<file path="config.mk">
export PLATFORM = sky130hd
export DESIGN_NAME = vga_scan_controller
export DESIGN_NICKNAME = d
export VERILOG_FILES = /design/src/rtl/vga_pkg.sv /design/src/rtl/vga_delay_line.sv /design/src/rtl/vga_scan_controller.sv
export SDC_FILE = /design/constraint.sdc
export NUM_CORES = 1
export LEC_CHECK = 0
export CORE_MARGIN = 4
export CORE_UTILIZATION = 34
export CTS_BUF_LIST = sky130_fd_sc_hd__clkbuf_4 sky130_fd_sc_hd__clkbuf_8
export CTS_CLUSTER_DIAMETER = 40
export DETAILED_ROUTE_END_ITERATION = 7
export PLACE_DENSITY = 0.58
export SETUP_SLACK_MARGIN = 0.1
export SYNTH_ARGS = -nofsm -noshare
export SYNTH_HDL_FRONTEND = slang
export SYNTH_SLANG_ARGS = --single-unit
export TNS_END_PERCENT = 5
</file>
<file path="constraint.sdc">
create_clock -name iCLK -period 5.5 [get_ports iCLK]
set_input_delay 0.825 -clock iCLK [delete_from_list [all_inputs] [get_ports iCLK]]
set_output_delay 0.825 -clock iCLK [all_outputs]
set_load 0.02 [all_outputs]
</file>
<file path="src/rtl/vga_pkg.sv">
// Shared timing defaults, scan state encoding and small constant helpers
// for the VGA raster engine.
package vga_pkg;

    localparam int DEF_H_ACT  = 640;
    localparam int DEF_H_FP   = 16;
    localparam int DEF_H_SYNC = 96;
    localparam int DEF_H_BP   = 48;
    localparam int DEF_V_ACT  = 480;
    localparam int DEF_V_FP   = 10;
    localparam int DEF_V_SYNC = 2;
    localparam int DEF_V_BP   = 33;

    typedef enum logic [1:0] {IDLE, RUN, STOP} scanState_t;

    function automatic int totalOf(input int act, input int fp, input int sync, input int bp);
        return act + fp + sync + bp;
    endfunction

    function automatic int ceilLog2(input int n);
        int r;
        r = 0;
        while ((1 << r) < n) r++;
        return (r < 1) ? 1 : r;
    endfunction

endpackage

</file>
<file path="src/rtl/vga_delay_line.sv">
// Fixed-depth register pipe used to realign sync/blank/cursor flags with
// the pixel data returning from the frame buffer. DEPTH=0 is a wire.
module vga_delay_line #(
    parameter int WIDTH = 1,
    parameter int DEPTH = 1
) (
    input  logic             iCLK,
    input  logic             iRST_N,
    input  logic [WIDTH-1:0] iD,
    output logic [WIDTH-1:0] oQ
);

    generate
        if (DEPTH == 0) begin : gPass
            assign oQ = iD;
        end else begin : gPipe
            logic [DEPTH-1:0][WIDTH-1:0] pipe;

            always_ff @(posedge iCLK or negedge iRST_N) begin
                if (!iRST_N) begin
                    pipe <= '0;
                end else begin
                    pipe[0] <= iD;
                    for (int i = 1; i < DEPTH; i++) pipe[i] <= pipe[i-1];
                end
            end

            assign oQ = pipe[DEPTH-1];
        end
    endgenerate

endmodule

</file>
<file path="src/rtl/vga_scan_controller.sv">
// VGA raster engine: scan counters, pixel request stream with linear
// address, sync/blank generation aligned to fetched data, crosshair overlay.
module vga_scan_controller
    import vga_pkg::*;
#(
    parameter int COLOR_W  = 10,
    parameter int H_ACT    = DEF_H_ACT,
    parameter int H_FP     = DEF_H_FP,
    parameter int H_SYNC   = DEF_H_SYNC,
    parameter int H_BP     = DEF_H_BP,
    parameter int V_ACT    = DEF_V_ACT,
    parameter int V_FP     = DEF_V_FP,
    parameter int V_SYNC   = DEF_V_SYNC,
    parameter int V_BP     = DEF_V_BP,
    parameter int HS_POL   = 0,
    parameter int VS_POL   = 0,
    parameter int RD_LAT   = 2,
    parameter int CUR_HALF = 1,
    localparam int ADDR_W  = ceilLog2(H_ACT * V_ACT)
) (
    input  logic               iCLK,
    input  logic               iRST_N,
    input  logic               iEnable,
    input  logic               iCursor_EN,
    input  logic [11:0]        iCursor_X,
    input  logic [11:0]        iCursor_Y,
    input  logic [COLOR_W-1:0] iCursor_R,
    input  logic [COLOR_W-1:0] iCursor_G,
    input  logic [COLOR_W-1:0] iCursor_B,
    input  logic [COLOR_W-1:0] iRed,
    input  logic [COLOR_W-1:0] iGreen,
    input  logic [COLOR_W-1:0] iBlue,
    output logic               oReq,
    output logic [ADDR_W-1:0]  oAddress,
    output logic [11:0]        oCoord_X,
    output logic [11:0]        oCoord_Y,
    output logic [COLOR_W-1:0] oVGA_R,
    output logic [COLOR_W-1:0] oVGA_G,
    output logic [COLOR_W-1:0] oVGA_B,
    output logic               oVGA_H_SYNC,
    output logic               oVGA_V_SYNC,
    output logic               oVGA_BLANK_N,
    output logic               oVGA_SYNC,
    output logic               oVGA_CLOCK,
    output logic               oFrame_Start,
    output logic               oLine_Start
);

    localparam int H_TOT = totalOf(H_ACT, H_FP, H_SYNC, H_BP);
    localparam int V_TOT = totalOf(V_ACT, V_FP, V_SYNC, V_BP);
    localparam logic [11:0] H_ACT12 = 12'(H_ACT);
    localparam logic [11:0] V_ACT12 = 12'(V_ACT);
    localparam logic [11:0] H_LAST  = 12'(H_TOT - 1);
    localparam logic [11:0] V_LAST  = 12'(V_TOT - 1);
    localparam logic [11:0] HS_BEG  = 12'(H_ACT + H_FP);
    localparam logic [11:0] HS_END  = 12'(H_ACT + H_FP + H_SYNC);
    localparam logic [11:0] VS_BEG  = 12'(V_ACT + V_FP);
    localparam logic [11:0] VS_END  = 12'(V_ACT + V_FP + V_SYNC);
    localparam logic [11:0] HALF12  = 12'(CUR_HALF);
    localparam logic        HS_ON   = 1'(HS_POL);
    localparam logic        VS_ON   = 1'(VS_POL);

    scanState_t state;
    logic [11:0] h, v;
    logic [ADDR_W-1:0] addrCnt;
    logic curEn;
    logic [11:0] curX, curY;
    logic [COLOR_W-1:0] curR, curG, curB;
    logic lastH, lastPos, running, active, hsAct, vsAct, hit;
    logic hsR, vsR, hitR, hsD, vsD, actD, hitD;

    // Distance taken in the unsigned domain so there is no wrap-around hit.
    function automatic logic axisHit(input logic [11:0] p, input logic [11:0] c,
                                     input logic [11:0] act);
        logic [11:0] d;
        d = (p >= c) ? p - c : c - p;
        return (c < act) && (d <= HALF12);
    endfunction

    assign lastH   = (h == H_LAST);
    assign lastPos = lastH && (v == V_LAST);
    assign running = (state != IDLE);
    assign active  = running && (h < H_ACT12) && (v < V_ACT12);
    assign hsAct   = running && (h >= HS_BEG) && (h < HS_END);
    assign vsAct   = running && (v >= VS_BEG) && (v < VS_END);
    assign hit     = curEn && (axisHit(h, curX, H_ACT12) || axisHit(v, curY, V_ACT12));

    always_ff @(posedge iCLK or negedge iRST_N) begin
        if (!iRST_N) begin
            state <= IDLE;
            h     <= '0;
            v     <= '0;
            curEn <= 1'b0;
            curX  <= '0;
            curY  <= '0;
            curR  <= '0;
            curG  <= '0;
            curB  <= '0;
        end else begin
            // Cursor only moves between frames so the overlay never tears.
            if (state == IDLE || lastPos) begin
                curEn <= iCursor_EN;
                curX  <= iCursor_X;
                curY  <= iCursor_Y;
                curR  <= iCursor_R;
                curG  <= iCursor_G;
                curB  <= iCursor_B;
            end
            if (state == IDLE) begin
                h <= '0;
                v <= '0;
                if (iEnable) state <= RUN;
            end else begin
                h <= lastH ? '0 : h + 1'b1;
                if (lastH) v <= lastPos ? '0 : v + 1'b1;
                if (iEnable)                       state <= RUN;
                else if (state == RUN && !lastPos) state <= STOP;
                else if (lastPos)                  state <= IDLE;
            end
        end
    end

    always_ff @(posedge iCLK or negedge iRST_N) begin
        if (!iRST_N) begin
            oReq         <= 1'b0;
            oFrame_Start <= 1'b0;
            oLine_Start  <= 1'b0;
            oCoord_X     <= '0;
            oCoord_Y     <= '0;
            oAddress     <= '0;
            addrCnt      <= '0;
            hsR          <= 1'b0;
            vsR          <= 1'b0;
            hitR         <= 1'b0;
        end else begin
            oReq         <= active;
            oLine_Start  <= active && (h == '0);
            oFrame_Start <= active && (h == '0) && (v == '0);
            oCoord_X     <= h;
            oCoord_Y     <= v;
            hsR          <= hsAct;
            vsR          <= vsAct;
            hitR         <= active && hit;
            if (!running) begin
                oAddress <= '0;
                addrCnt  <= '0;
            end else if (active) begin
                if (h == '0 && v == '0) begin
                    oAddress <= '0;
                    addrCnt  <= ADDR_W'(1);
                end else begin
                    oAddress <= addrCnt;
                    addrCnt  <= addrCnt + 1'b1;
                end
            end
        end
    end

    vga_delay_line #(.WIDTH(4), .DEPTH(RD_LAT)) uDelay (
        .iCLK   (iCLK),
        .iRST_N (iRST_N),
        .iD     ({hsR, vsR, oReq, hitR}),
        .oQ     ({hsD, vsD, actD, hitD})
    );

    always_ff @(posedge iCLK or negedge iRST_N) begin
        if (!iRST_N) begin
            oVGA_R       <= '0;
            oVGA_G       <= '0;
            oVGA_B       <= '0;
            oVGA_BLANK_N <= 1'b0;
            oVGA_H_SYNC  <= ~HS_ON;
            oVGA_V_SYNC  <= ~VS_ON;
        end else begin
            oVGA_BLANK_N <= actD;
            oVGA_H_SYNC  <= hsD ? HS_ON : ~HS_ON;
            oVGA_V_SYNC  <= vsD ? VS_ON : ~VS_ON;
            oVGA_R       <= !actD ? '0 : (hitD ? curR : iRed);
            oVGA_G       <= !actD ? '0 : (hitD ? curG : iGreen);
            oVGA_B       <= !actD ? '0 : (hitD ? curB : iBlue);
        end
    end

    assign oVGA_SYNC  = 1'b0;
    assign oVGA_CLOCK = iCLK;

endmodule

</file>
==> impl_metrics.tcl <==
set metrics [dict create \
    final_core_util 0.434 \
    synth_nets 1112 \
    power.leakage_nw 5.34 \
    worst_slew_pin_slew_ps 1290 \
    postRouteAntennaNets 0 \
    dieHeight_um 176 \
    routed_wl_um 25500 \
    die-width_um 176 \
    row_count 61 \
    synth.mux.area_fraction 0.0347 \
    synth_fa_ha_area_frac 0.0752 \
    hp-class "in2async" \
    syn2layout_area_growth_pct 25.9 \
    r2r_start "v[3]$_DFFE_PN0P_" \
    drc 0 \
    status "complete, no violations" \
    wl_per_cell_um 16.9 \
    synth_compound_area_frac 0.120 \
    grt_max_degree 110 \
    antenna_found_initial 0 \
    clk_pin_slew_ps 110 \
    syn_area_mm2 0.00955 \
    worst-path-max-fanout 2 \
    grt_pass1_wl_um 41000 \
    place.port_buffers 167 \
    maxCapViolations 0 \
    ys_seq_area_frac 0.498 \
    core-area_mm2 0.0277 \
    async_flop_share 1.00 \
    track_usage 0.166 \
    ioPinCount 169 \
    setup_viol 0 \
    synth_area_leaders "dfrtp_1, ha_1, nand2_1" \
    first_pass_iters 4 \
    yosys.area_share.simple 0.176 \
    synth-xor-area-share 0.0486 \
    synth_top_area_cell "dfrtp_1" \
    synth_top_family_by_area "simple AND/OR/NAND/NOR gates" \
    start_util 0.345 \
    hold_viol_final 0 \
    hpwlAfterDp_um 18400 \
    pwr_density_cell_mw_per_mm2 321 \
    drt_iter0_markers 400 \
    antennaDiodeCount 0 \
    vdd_drop_max_uv 217 \
    worstSetupPathType "clk2out" \
    vias 7338 \
    ctsHoldBuffers 0 \
    rsz0062_at_grt "false" \
    gp_congestion 0.875 \
    synth_cells 969 \
    start_kind "clock port" \
    ys_warn_count 0 \
    clock_latency_ps 590 \
    avgSynthCellArea_um2 9.85 \
    cp-startpoint "iCLK" \
    yosysUniqueCellTypes 65 \
    tns_ps 0 \
    worst_ep_arrival_time_ps 3490 \
    post_cts_buffers 0 \
    ys.flop_type "dfrtp_1" \
    design.die.area_mm2 0.0308 \
    finClkSkew_ps 26.6 \
    cts_tree "done" \
    layout-drive-gt1-share 0.0487 \
    cts_resized 0 \
    critPathRequiredTime_ps 4680 \
    crit_path_end_kind "output pin" \
    synth_top_area_frac 0.493 \
    synth-seq-cells 190 \
    drv_slew 0 \
    vias_per_cell 4.87 \
    fin_nets 1260 \
    synth_edf_count 0 \
    grt_pass1_vias 7363 \
    slew_headroom 0.132 \
    overflow 0 \
]
synth_stat cells, types with 18 or more instances:
cell      number
mux2i_1       32
nand3_1       24
xnor2_1       35
dfrtp_1      188
xor2_1        18
nand4_1       20
a22o_1        19
nand2_1      147
o21ai_0       43
a21oi_1       39
clkbuf_1      30
inv_1         67
ha_1          51
nor2b_1       43
nor2_1        63
final timing paths:
kind,cells past startpoint,to,slack (ps)
worst max-delay path,3,oVGA_CLOCK,1180
worst min-delay path,1,curX[6]$_DFFE_PN0P_,340
worst max register to register,11,hitR$_DFF_PN0_,1800
worst min register to register,0,uDelay.gPipe.pipe[3]$_DFF_PN0_,350
max in group asynchronous,2,hsR$_DFF_PN0_,4050
min in group iCLK,0,uDelay.gPipe.pipe[3]$_DFF_PN0_,350
critical path, stage by stage:
cell	delay, ps
clkbuf_8	110
clkbuf_8	110
clkdlybuf4s50_1	520
kinds of logic after synthesis:
family | Yosys count
and+or+nand+nor | 356
DFF | 190
AOI/OAI and AO/OA | 169
buffers and inverters | 112
adders and majority gates | 55
xor gates and xnor gates | 53
muxes | 33
other | 1
power by group:
part	total [W]	internal [W]	switching (W)	leakage [nW]
registers	0.00165	0.00154	0.000114	2.46
logic	0.00113	0.000479	0.000656	2.64
clock network	0.00106	0.000451	0.000613	0.242
cell usage in the layout (no fill, tap or decap), types with 20 or more instances in the layout:
master,n
nor2_1,63
nand4_1,20
clkdlybuf4s50_1,166
nand3_1,24
inv_1,67
ha_1,51
dfrtp_1,187
a21oi_1,39
nor2b_1,43
xnor2_1,35
nand2_1,146
o21ai_0,43
clkbuf_8,21
mux2i_1,32
metrics by stage:
step	hold slack (ps)	std cells	worst slack (ps)	power [W]	instance area (um2)
after global placement	333	1473	1420	0.00284	11500
after CTS	348	1508	1170	0.00390	12000
after detailed placement	335	1473	1420	0.00284	11500
after floorplan	331	969	1790	0.00242	9550
final	339	1508	1180	0.00385	12000
after global routing	359	1508	1160	0.00409	12000
sequential cells by signal, indices dropped and copies added (netlist names), 2 cells and up:
signal,flops
addrCnt,19
oAddress,19
curX,12
curY,12
h,12
oCoord_X,12
oCoord_Y,12
v,12
curB,10
curG,10
curR,10
oVGA_B,10
oVGA_G,10
oVGA_R,10
uDelay.gPipe.pipe,4
uDelay.oQ,4
state,2
layout make-up:
class	instances	area, um2
multi-input combinational	667	4360
tap	378	473
inverter	67	251
clock inverter	15	196
fill	2662	15700
clock buffer	21	285
sequential	190	4760
timing repair buffer	170	1700
metal layers:
layer  vias up  global-route usage  part of all wire
met5         -                   0                 0
met4         0              0.0364            0.0083
met3        15              0.0334             0.054
met2       204               0.260              0.46
met1      3562               0.242              0.48
li1       3557                   -                 -
(Power assumes the default switching activity.)
